$ cat src/rtl/i2c_pkg.sv
// i2c_pkg: shared state encoding, bus constants and the open-drain drive table
// used by the single-byte I2C write master.
package i2c_pkg;

    typedef enum logic [2:0] {
        IDLE,
        START,
        ADDR,
        ACK1,
        DATA,
        ACK2,
        STOP,
        DONE
    } state_t;

    localparam logic I2C_WRITE = 1'b0;

    localparam logic [1:0] Q0 = 2'd0;
    localparam logic [1:0] Q1 = 2'd1;
    localparam logic [1:0] Q2 = 2'd2;
    localparam logic [1:0] Q3 = 2'd3;

    localparam int BITS_PER_BYTE = 8;
    localparam logic [2:0] LAST_BIT = 3'(BITS_PER_BYTE - 1);

    // Returns {scl_oe, sda_oe} for a quarter of a slot; b is the data bit
    // being shifted out (only meaningful in ADDR/DATA slots).
    function automatic logic [1:0] line_drive(input state_t s, input logic [1:0] q, input logic b);
        logic [1:0] d;
        d = 2'b00;
        case (s)
            START: begin
                case (q)
                    Q0, Q1:  d = 2'b00;
                    Q2:      d = 2'b01;
                    default: d = 2'b11;
                endcase
            end
            ADDR, DATA: d = {(q == Q0) || (q == Q3), ~b};
            ACK1, ACK2: d = {(q == Q0) || (q == Q3), 1'b0};
            STOP: begin
                case (q)
                    Q0:      d = 2'b11;
                    Q1, Q2:  d = 2'b01;
                    default: d = 2'b00;
                endcase
            end
            default: d = 2'b00;
        endcase
        return d;
    endfunction

endpackage

$ cat src/rtl/i2c_quarter_tick.sv
// i2c_quarter_tick: divides the system clock into SCL quarter periods and
// tracks which quarter (Q0..Q3) of the current bit slot is active.
module i2c_quarter_tick
    import i2c_pkg::*;
#(
    parameter int CLK_DIV = 4
) (
    input  logic       clk,
    input  logic       clear,
    output logic       tick,
    output logic [1:0] quarter
);

    localparam logic [7:0] LAST = 8'(CLK_DIV - 1);

    logic [7:0] count;

    assign tick = !clear && (count == LAST);

    // Count system clocks within a quarter and advance the quarter index on each tick.
    always_ff @(posedge clk) begin
        if (clear) begin
            count   <= 8'd0;
            quarter <= Q0;
        end else if (tick) begin
            count   <= 8'd0;
            quarter <= quarter + 2'd1;
        end else begin
            count   <= count + 8'd1;
        end
    end

endmodule

$ cat src/rtl/i2c_write_master.sv
// i2c_write_master: issues START, address+W, data byte and STOP on an
// open-drain I2C bus, checking both ACK slots and reporting completion.
module i2c_write_master
    import i2c_pkg::*;
#(
    parameter int CLK_DIV = 4
) (
    input  logic       clk1,
    input  logic       reset1,
    input  logic       start,
    input  logic [6:0] addr,
    input  logic [7:0] data,
    input  logic       sda_in,
    output logic       scl_oe,
    output logic       sda_oe,
    output logic       busy,
    output logic       done,
    output logic       ack_err
);

    state_t     state;
    logic [7:0] shreg;
    logic [7:0] data_lat;
    logic [2:0] bit_cnt;
    logic       nack;
    logic       tick;
    logic [1:0] quarter;
    logic       tick_clear;

    // The quarter timer only runs while a transfer is in flight so every
    // transfer starts at the beginning of Q0.
    assign tick_clear = reset1 || (state == IDLE) || (state == DONE);

    i2c_quarter_tick #(
        .CLK_DIV(CLK_DIV)
    ) u_tick (
        .clk    (clk1),
        .clear  (tick_clear),
        .tick   (tick),
        .quarter(quarter)
    );

    // Transfer sequencer: on each quarter tick the line drive for the next
    // quarter is registered, and slot boundaries advance the state.
    always_ff @(posedge clk1) begin
        if (reset1) begin
            state    <= IDLE;
            scl_oe   <= 1'b0;
            sda_oe   <= 1'b0;
            busy     <= 1'b0;
            done     <= 1'b0;
            ack_err  <= 1'b0;
            shreg    <= 8'd0;
            data_lat <= 8'd0;
            bit_cnt  <= 3'd0;
            nack     <= 1'b0;
        end else begin
            done <= 1'b0;
            case (state)
                IDLE: begin
                    if (start) begin
                        state              <= START;
                        shreg              <= {addr, I2C_WRITE};
                        data_lat           <= data;
                        bit_cnt            <= 3'd0;
                        nack               <= 1'b0;
                        ack_err            <= 1'b0;
                        busy               <= 1'b1;
                        {scl_oe, sda_oe}   <= line_drive(START, Q0, 1'b1);
                    end
                end
                DONE: begin
                    state <= IDLE;
                end
                default: begin
                    if (tick) begin
                        if (quarter != Q3) begin
                            if (((state == ACK1) || (state == ACK2)) && (quarter == Q2)) begin
                                nack <= sda_in;
                                if (sda_in) begin
                                    ack_err <= 1'b1;
                                end
                            end
                            {scl_oe, sda_oe} <= line_drive(state, quarter + 2'd1, shreg[7]);
                        end else begin
                            case (state)
                                START: begin
                                    state            <= ADDR;
                                    {scl_oe, sda_oe} <= line_drive(ADDR, Q0, shreg[7]);
                                end
                                ADDR, DATA: begin
                                    if (bit_cnt == LAST_BIT) begin
                                        state            <= (state == ADDR) ? ACK1 : ACK2;
                                        {scl_oe, sda_oe} <= line_drive(ACK1, Q0, 1'b1);
                                    end else begin
                                        bit_cnt          <= bit_cnt + 3'd1;
                                        shreg            <= {shreg[6:0], 1'b0};
                                        {scl_oe, sda_oe} <= line_drive(state, Q0, shreg[6]);
                                    end
                                end
                                ACK1: begin
                                    if (nack) begin
                                        state            <= STOP;
                                        {scl_oe, sda_oe} <= line_drive(STOP, Q0, 1'b1);
                                    end else begin
                                        state            <= DATA;
                                        shreg            <= data_lat;
                                        bit_cnt          <= 3'd0;
                                        {scl_oe, sda_oe} <= line_drive(DATA, Q0, data_lat[7]);
                                    end
                                end
                                ACK2: begin
                                    state            <= STOP;
                                    {scl_oe, sda_oe} <= line_drive(STOP, Q0, 1'b1);
                                end
                                STOP: begin
                                    state            <= DONE;
                                    {scl_oe, sda_oe} <= 2'b00;
                                    busy             <= 1'b0;
                                    done             <= 1'b1;
                                end
                                default: begin
                                    state <= IDLE;
                                end
                            endcase
                        end
                    end
                end
            endcase
        end
    end

endmodule

$ cat config.mk
export PLATFORM = sky130hd
export DESIGN_NAME = i2c_write_master
export DESIGN_NICKNAME = d
export VERILOG_FILES = /design/src/rtl/i2c_pkg.sv /design/src/rtl/i2c_quarter_tick.sv /design/src/rtl/i2c_write_master.sv
export SDC_FILE = /design/constraint.sdc
export NUM_CORES = 1
export LEC_CHECK = 0
export ABC_CLOCK_PERIOD_IN_PS = 2900
export CAP_MARGIN = 0
export CORE_ASPECT_RATIO = 1.1
export CORE_MARGIN = 8
export CORE_UTILIZATION = 24
export DETAILED_ROUTE_END_ITERATION = 7
export DONT_BUFFER_PORTS = 1
export RECOVER_POWER = 50
export SYNTH_ARGS = -nofsm -noshare
export SYNTH_HDL_FRONTEND = slang
export SYNTH_SLANG_ARGS = --single-unit
$ cat constraint.sdc
create_clock -name clk1 -period 2.9 [get_ports clk1]
set_input_delay 0.29 -clock clk1 [delete_from_list [all_inputs] [get_ports clk1]]
set_output_delay 0.29 -clock clk1 [all_outputs]
set_load 0.02 [all_outputs]
Word-level counts from Yosys, hierarchy flattened
Cells that the tools add are included.
{ "totals": {"register_bits": 38, "memories": 0, "ramBits": 0, "out_inout_bits": 5, "latchBits": 0, "elab_cells": 124, "romBits": 0, "in_bits": 19} }
{ "classes": {"div": 0, "addsub": 3, "bitwise_logic": 5, "reduce_logical": 33, "shifts": 0, "muxes": 51, "magnitude_cmp": 0, "n_eq_ne": 20, "mul": 0} }
{ "op_table": {"columns": ["op", "n"], "rows": [
  ["2-to-1 mux 8 bit", 5],
  ["case mux 8 bit (2 select lines)", 2],
  ["2-to-1 mux 3 bit", 10],
  ["2-to-1 mux 1 bit", 19],
  ["case mux 3 bit (2 select lines)", 3],
  ["equality test 3 bit, second input constant", 5],
  ["case mux 3 bit (5 select lines)", 1],
  ["case mux 1 bit (2 select lines)", 6],
  ["AND reduction 4 bit", 3],
  ["AND reduction 5 bit", 2],
  ["nonzero test 2 bit", 5],
  ["OR reduction 2 bit", 5],
  ["OR reduction 5 bit", 2],
  ["inequality test 3 bit, second input constant", 3],
  ["adder 8 x 1 -> 8 bit, second input constant", 1],
  ["equality test 8 x 2 -> 1 bit, second input constant", 1],
  ["case mux 2 bit (2 select lines)", 2],
  ["case mux 2 bit (4 select lines)", 1],
  ["AND reduction 7 bit", 1],
  ["nonzero test 7 bit", 1],
  ["equality test 2 bit, second input constant", 3],
  ["equality test 3 x 2 -> 1 bit, second input constant", 2],
  ["inequality test 2 bit, second input constant", 3],
  ["AND reduction 6 bit", 1],
  ["16 further kinds", 25]
]} }

Logic depth before layout (Yosys ltp)
Gate-level depths: netlist (run 1).
{ "logic_depth": {"ltp_word": 8, "ltp_mapped": 8, "depth_no_buf": 7} }

Modules after synthesis
From an unflattened synthesis (run 1), not the netlist that was laid out.
{ "hier_totals": {"hier_cells": 243, "hier_area_um2": 2103.3} }
{ "by_module_without_submodules": {"columns": ["mod", "seq_area_each_um2", "cells_per_inst", "instances", "area_each_um2"], "rows": [
  ["i2c_write_master", 560.5, 193, 1, 1659.1],
  ["i2c_quarter_tick", 200.2, 50, 1, 444.2]
]} }

Least setup slack after synthesis (run 1)
OpenSTA, ideal clock, no wires.
{ "synth_path": {"path_kind": "reg2reg", "start": "reg u_tick.count[0]", "end": "reg bit_cnt[0]", "stages_incl_launch_ff": 7, "required_time_ps": 2777, "arrival_time_ps": 2210, "period_less_slack_ps": 2333, "path_buffers": 0, "setup_time_ps": 123, "setup_slack_ps": 567, "cell_sequence": "dfxtp_1 > ha_1 > or4b_4 > or4_4 > o21a_4 > nor2_4 > mux2_1"} }
{ "synth_via": {"elab_chain_len": 4} }
{ "synth_rtl": {"columns": ["element", "line_no", "text"], "rows": [
  ["from (decl)", "i2c_quarter_tick.sv:16", "logic [7:0] count;"],
  ["from (signal assigned)", "i2c_quarter_tick.sv:29", "count <= count + 8'd1;"],
  ["equality test 8 x 2 -> 1 bit", "i2c_quarter_tick.sv:18", "assign tick = !clear && (count == LAST);"],
  ["logical AND 1 bit", "i2c_quarter_tick.sv:18", null],
  ["nonzero test 2 bit (no source line)", null, null],
  ["AND reduction 7 bit (no source line)", null, null],
  ["to (signal assigned)", "i2c_write_master.sv:96", "bit_cnt <= bit_cnt + 3'd1;"],
  ["to (decl)", "i2c_write_master.sv:24", "logic [2:0] bit_cnt;"]
]} }
Every way passes these cells.
A chain may end at the register's enable or synchronous reset.

Worst setup path after layout (run 1)
Ends and elaborated chain as after synthesis.

==> metrics.md, run 1 <==
| Metric | Value |
|---|---|
| Status | completed |
| DRC viols | 0 |
| DP HPWL | 3660 um |
| Crit path largest cell delay | 520 ps |
| Placed Cells | 376 |
| R2R Path End | bit_cnt[0] |
| CTS Buf Count | 5 |
| CP required | 3080 ps |
| Commonest cells in the netlist | nand2_1 (39), dfxtp_1 (38), nor2_1 (25) |
| CTS tree | done |
| Die area | 0.0122 sq mm |
| H-tree depth | 2 |
| Mapped Cells | 276 |
| Reg-to-reg slack, setup | 320 ps |
| Final Wtd Congestion | 0.854 |
| Starting Density | 24.5% |
| Cell with the most instances after synthesis | nand2_1 |
| Postcts setup bufs | 0 |
| Pre-Repair DR Iteration Count | 4 |
| Cell Area, Synth | 0.00214 sq mm |
| Synth area leaders | dfxtp_1 (36%), nand2_1 (6.9%), o21ai_0 (5.6%), a21oi_1 (5.2%), nor2_1 (4.4%) |
| Ports | 24 |
| Max Clock Skew | 4.49 ps |
| Antenna Nets Post-Route | 0 |
| Slowest cell on the critical path | or4b_1 |
| Port Buffer Count | 0 |
| Global-route wire length before repair | 8830 um |
| Min-Delay Endpoint | data_lat[3] |
| Post-CTS Resized | 0 |
| Largest net degree at the start of global routing | 38 |
| Hold Violations, Final | 0 |
| Die H | 115 um |
| Crit-path leading delay family | simple AND/OR/NAND/NOR gates |
| Aggregate global-route resource usage | 8.91% |
| Pwr Density | 474 mW/mm^2 |
| Worst Hold Launch | reset1 |
| Vias | 1,875 |
| Crit path DAT | 2760 ps |
| Maxcap violations | 0 |
| Syn. warnings | 0 |
| Row cnt | 36 |
| Initial antenna violation count | 1 |
| Final min period | 2580 ps |
| Startpoint Class | flip-flop |
| Post-synth cell types | 46 |
| Layout cells sized above 1 | 7.78% |
| Worst setup EP type | flip-flop |
| Clk pin slew, worst setup/hold paths | 70 ps |
| Hold-fix buffers, CTS | 0 |
| Ys async rst share | 0% |
| Largest area contributor in the netlist | dfxtp_1 |
| Clock Latency Late Sink | 290 ps |
| Final cell count without fillers | 385 |
| Setup violators final | 0 |
| Max clock buf depth | 2 |
| Crit share post-route | 88.8% |
| Final Slew Violations | 0 |
| EDFF count, synth | 0 |
| Max-slew headroom | 58.4% |
| Final setup TNS | 0 ps |
| Pin slew with the least headroom to its limit | 623 ps |
| WS Path Type | reg -> reg |
| Avg Inst Size Synth | 7.74 sq um |
| Drt via density | 4.87 |
| Peak VDD IR | 0.271 mV |
| Unrepaired setup endpoints after global routing | no |
| Buffer and inverter count on the worst path | 0 |
| Final wirelength | 5050 um |
| Area growth, synth to finish | 9.60% |
| Max FO, Critical Path | 17 |
| CTS Sinks | 38 |
| Post-layout net count | 295 |
| Sequential area share after synthesis | 35.6% |
| Wire per inst | 13.1 um |
| Core area | 0.00874 sq mm |
| Leakage | 0.783 nW |
| Max Fclk | 388 MHz |
| R2r startpoint | u_tick.count[0] |
| Iter 0 DRT Violations | 132 |
| Clk Tree Root Cell | clkbuf_8 |
| Post-synthesis register bit count | 38 |
| FF-to-FF path depth | 6 |
| Crit-path cells | ha_1 > or4b_1 > or4_1 > o21a_4 > nor2_4 > mux2_1 |
| GR Overflow Total | 0 |
| Worst hold path class | in -> reg |
| Syn Nets | 302 |
| Yosys top cell area share | 35.6% |
| Top_reg_cell synth | dfxtp_1 |
| Die Wd | 106 um |
| Vias in the first global route | 1,748 |
| Hold path cells | 1 |
==> placed cells by master (no fill, tap or decap), types with 5 or more instances in the layout <==
cell,Yosys,final
nand2_1,39,39
dfxtp_1,38,38
nor2_1,25,25
o21ai_0,24,24
a21oi_1,22,22
nand3_1,11,11
nor2b_1,9,9
ha_1,7,7
inv_1,6,6
nand2b_1,6,6
o221ai_1,6,6
o41ai_1,6,6
a211oi_1,5,5
clkbuf_8,0,5
buf_4,0,5
==> stage by stage <==
step                total power [mW]  hold WS (ps)  utilization, %  area [sq um]  setup WS (ps)
floorplan                      0.667           426               -          2140            567
global placement               0.685           370            25.7          2250            463
detailed placement             0.687           373            25.7          2250            420
CTS                             1.13          56.9            26.9          2350            409
global route                    1.18          41.8            26.8          2340            197
finish                          1.11          65.4            26.8          2340            324
==> worst reg2reg max path, cell delays in order (launching register included) <==
cell and delay, ps:
dfxtp_1 370, ha_1 230, or4b_1 520, or4_1 520, o21a_4 310, nor2_4 180, mux2_1 330
==> registers in the layout (all words and copies together) (netlist names) <==
name	cells
sda_oe	1
state	3
shreg	8
data_lat	8
busy	1
done	1
ack_err	1
bit_cnt	3
nack	1
scl_oe	1
u_tick.count	8
u_tick.quarter	2
==> cell families after synthesis <==
kind of cell / count (synthesis) / synth area share [%]
AO/OA/AOI/OAI: 78 / 23.4
XOR/XNOR: 8 / 3.28
flip-flops: 38 / 35.6
buffers and inverters: 28 / 5.27
multiplexers: 4 / 1.93
adder cells (fa/ha/maj): 7 / 4.10
AND/OR/NAND/NOR: 113 / 26.4
==> power by group <==
part / total, mW / internal, mW / leakage (nW) / switching [mW]
sequential: 0.565 / 0.542 / 0.309 / 0.0235
clock: 0.438 / 0.253 / 0.0579 / 0.184
combinational: 0.108 / 0.0449 / 0.416 / 0.0631
==> worst max-delay path by stage <==
stage	slack [ps]	to	cells after the start	from
2_1_floorplan	570	bit_cnt[0]	6	u_tick.count[0]
3_3_place_gp	460	bit_cnt[0]	6	u_tick.count[0]
3_5_place_dp	420	bit_cnt[0]	6	u_tick.count[0]
4_1_cts	410	bit_cnt[0]	6	u_tick.count[0]
5_1_grt	200	bit_cnt[0]	6	u_tick.count[0]
6_report	320	bit_cnt[0]	6	u_tick.count[0]
==> layer usage <==
layer	part of all wire, %	GRT usage [%]
met5	0	0
met4	2.3	4.60
met3	6.3	2.63
met2	45	13.5
met1	47	11.2
==> cell type report <==
type | instances | area [sq um]
Timing Repair Buffer | 7 | 45.0
Fill cell | 972 | 6400
Tap cell | 114 | 143
Antenna cell | 1 | 2.50
Inverter | 7 | 26.3
Sequential cell | 38 | 761
Clock buffer | 5 | 68.8
Clock inverter | 3 | 40.0
Multi-Input combinational cell | 210 | 1260
(Power assumes the default switching activity.)
==> run 2: changes to the inputs <==
- ABC_AREA: unset -> 1
- SYNTH_HIERARCHICAL: unset -> 1
- TNS_END_PERCENT: unset -> 50
==> run 2 against run 1 <==
Net effect:
- clock skew increased by 11 ps
- sequential power increased by 41%
- combinational power increased to 11 times the previous value
- synthesized cell count increased by 19%
- die area increased by 3.4%
- fmax increased by 10%
- via count increased by 2.6%
- clock-buffer cell count unchanged
==> metrics.md, run 2 <==
| Metric | Value |
|---|---|
| Status | completed |
| Die H | 117 um (+1.7%) |
| Mapped Cells | 328 (+19%) |
| Largest net degree at the start of global routing | 21 (-45%) |
| H-tree depth | 2 (unchanged) |
| NetSw | 1.10 mW (+310%) |
| Switching Fraction | 44.4% (+20 points) |
| Post-CTS Resized | 0 (unchanged) |
| Starting Density | 24.2% (-0.21 points) |
| EDFF count, synth | 0 (unchanged) |
| Power share of the clock group | 22.1% (-17 points) |
| CTS Sinks | 38 (unchanged) |
| M3 GR Usage | 2.85% (+0.21 points) |
| Hold Violations, Final | 0 (unchanged) |
| Mux contribution to synthesized area | 0% (-1.9 points) |
| Most Used Layer, Global Route | met2 |
| Startpoint Class | flip-flop |
| Antenna Nets Post-Route | 0 (unchanged) |
| Max clock buf depth | 2 (unchanged) |
| Ports | 24 (unchanged) |
| Largest family of logic cells by synthesized area | simple AND/OR/NAND/NOR gates |
| Largest area contributor in the netlist | dfxtp_1 |
| Yosys top cell area share | 34.2% (-1.4 points) |
| Post-route cell area | 0.00243 sq mm (+3.8%) |
| Biggest regs | data_lat (8), shreg (8), u_tick/count (8) |
| Placed Cells | 435 (+16%) |
| Clk pin slew, worst setup/hold paths | 90 ps (+20 ps) |
| Met1 usage | 10.7% (-0.47 points) |
| Worst hold path class | in -> reg |
| Post-Synth Simple-Gate Area | 39.3% (+13 points) |
| Ys async rst share | 0% (unchanged) |
| Internal power | 1.38 mW (+65%) |
| Die Wd | 108 um (+1.7%) |
| Drt via density | 4.34 (-11%) |
| Die area | 0.0126 sq mm (+3.4%) |
| Placed inst area | 0.00230 sq mm (+2.3%) |
| Synth area leaders | dfxtp_1 (34%), nand2_1 (15%), nor2_1 (7.1%), nand3_1 (6.1%), a21oi_1 (5.9%) |
| Port Buffer Count | 0 (unchanged) |
| Post-synth cell types | 31 (-33%) |
| Clock Latency Late Sink | 300 ps (about the same) |
| Cell Area, Synth | 0.00222 sq mm (+4.0%) |
| Row cnt | 37 (+2.8%) |
| Max FO, Critical Path | 16 (-1) |
| Wire per inst | 11.6 um (-11%) |
| Reg power frac | 32.1% (-19 points) |
| Top_reg_cell synth | dfxtp_1 |
| Crit path DAT | 2540 ps (-220 ps) |
| XOR/XNOR Fraction of Synth Area | 1.18% (-2.1 points) |
| Core area | 0.00917 sq mm (+4.9%) |
| Pre-Repair DR Iteration Count | 4 (unchanged) |
| Max Clock Skew | 15.5 ps (+11.0 ps) |
| Most frequent cells in the layout | nand2_1 (89), nor2_1 (42), dfxtp_1 (38) |
| Post-synthesis register bit count | 38 (unchanged) |
| Cell with the most instances after synthesis | nand2_1 |
| Final total power | 2.48 mW (+120%) |
| Commonest cells in the netlist | nand2_1 (88), nor2_1 (42), dfxtp_1 (38) |
| Final wirelength | 5160 um (+2.1%) |
| Peak VDD IR | 0.284 mV (+4.8%) |
| Setup violators final | 0 (unchanged) |
| Max-slew headroom | 69.2% (+11 points) |
| Crit share post-route | 80.8% (-8.1 points) |
| Iter 0 DRT Violations | 91 (-31%) |
| Final Wtd Congestion | 0.882 (+3.3%) |
| Layout cells sized above 1 | 10.4% (+2.7 points) |
| Gate power share | 45.8% (+36 points) |
| Worst setup EP type | flip-flop |
| Pwr Density | 1020 mW/mm^2 (+120%) |
| Avg Inst Size Synth | 6.77 sq um (-13%) |
| DP HPWL | 3900 um (+6.4%) |
| CTS Buf Count | 5 (unchanged) |
| Leakage | 1.04 nW (+32%) |
| GR Overflow Total | 0 (unchanged) |
| Adder-Cell Fraction of Synth Area | 3.94% (-0.16 points) |
| Most common cell after layout, fill and taps aside | nand2_1 |
| Area growth, synth to finish | 9.46% |
| Final Slew Violations | 0 (unchanged) |
| Unrepaired setup endpoints after global routing | no |
| CP required | 3100 ps (+20 ps) |
| Sequential area share after synthesis | 34.2% (-1.4 points) |
| Final setup TNS | 0 ps (unchanged) |
| Pin slew with the least headroom to its limit | 462 ps (-161 ps) |
| Postcts setup bufs | 0 (unchanged) |
| Post-layout net count | 351 (+19%) |
| CTS tree | done |
| Syn. warnings | 6 (+6) |
| Clk Tree Root Cell | clkbuf_8 |
| Vias in the first global route | 1,825 (+4.4%) |
| WS Path Type | reg -> reg |
| Maxcap violations | 0 (unchanged) |
| Global-route wire length before repair | 8650 um (-2.1%) |
| Met2 Use GR | 13.6% (+0.079 points) |
| Hold-fix buffers, CTS | 0 (unchanged) |
| DRC viols | 0 (unchanged) |
| Antenna cells | 0 (-1) |
| Aggregate global-route resource usage | 8.59% (-0.32 points) |
| Syn Nets | 354 (+17%) |
| Post-synthesis compound-gate area fraction | 11.6% (-12 points) |
| Initial antenna violation count | 0 (-1) |
| Final cell count without fillers | 443 (+15%) |
| Max Fclk | 427 MHz (+10%) |
| Final Core Density | 26.5% (-0.27 points) |
| Final min period | 2340 ps (-234 ps) |
| Vias | 1,923 (+2.6%) |
run 2: cell count changes after synthesis, sizes merged, moves of 4 or more:
| cell | previous run | this run |
|---|---|---|
| or2 | 2 | 6 |
| nand3 | 11 | 30 |
| nor2 | 26 | 49 |
| a211oi | 5 | 0 |
| nand2 | 39 | 94 |
| nor2b | 9 | 0 |
| inv | 6 | 36 |
| o21ai | 25 | 20 |
| buf | 3 | 10 |
| o221ai | 6 | 0 |
| a21oi | 22 | 27 |
| clkbuf | 18 | 1 |
| nand2b | 6 | 0 |
| o41ai | 6 | 0 |
run 2: worst max-delay path, stage by stage, from the launching register on:
cell	delay [ps]
dfxtp_1	590
inv_1	260
nand2_4	240
nand3_1	170
nor2_1	170
inv_1	80
nand2_2	90
nand3_4	120
nor2_8	210
nand2_4	110
nor2_1	130
nor2_1	60
run 2: final timing paths:
| check | depth (start not counted) | endpoint | slack [ps] | from |
|---|---|---|---|---|
| min reg2reg | 2 | data_lat[2] | 460 | data_lat[2] |
| max reg2reg | 11 | shreg[1] | 560 | state[2] |
| max | 11 | shreg[1] | 560 | state[2] |
| min | 1 | state[2] | 50 | reset1 |
run 2: logic make-up (layout without fill, tap and decap cells):
kind of cell | count (synthesis) | in the layout
AOI/OAI and AO/OA | 49 | 49
and+or+nand+nor | 184 | 184
adders and majority gates | 7 | 7
DFF | 38 | 38
xor gates and xnor gates | 3 | 3
buffers and inverters | 47 | 45
run 2: layer usage:
| layer | routed length [um] | share of wire [%] |
|---|---|---|
| met5 | 0 | 0 |
| met1 | 2430 | 47 |
| met3 | 279 | 5.4 |
| met4 | 65 | 1.3 |
| met2 | 2380 | 46 |
run 2: final cells by class:
| class | count | area [sq um] |
|---|---|---|
| Multi-Input combinational cell | 243 | 1240 |
| Timing Repair Buffer | 1 | 7.51 |
| Fill cell | 1025 | 6730 |
| Tap cell | 117 | 146 |
| Clock inverter | 3 | 68.8 |
| Clock buffer | 5 | 68.8 |
| Sequential cell | 38 | 761 |
| Inverter | 36 | 138 |
run 2: per-stage QoR:
step | hold WS [ps] | setup WS [ps]
final | 45.5 | 558
after global routing | 30.8 | 277
after CTS | 38.1 | 689
after detailed placement | 363 | 689
after global placement | 361 | 805
after floorplan | 429 | 1000
run 2: power by group through the flow:
stage                     registers, mW  logic, mW  clock network, mW
after floorplan                   0.757       1.05                  0
after global placement            0.808       1.11                  0
after detailed placement          0.810       1.14                  0
after CTS                         0.800       1.14              0.560
after global routing              0.818       1.30              0.586
final                             0.797       1.14              0.549
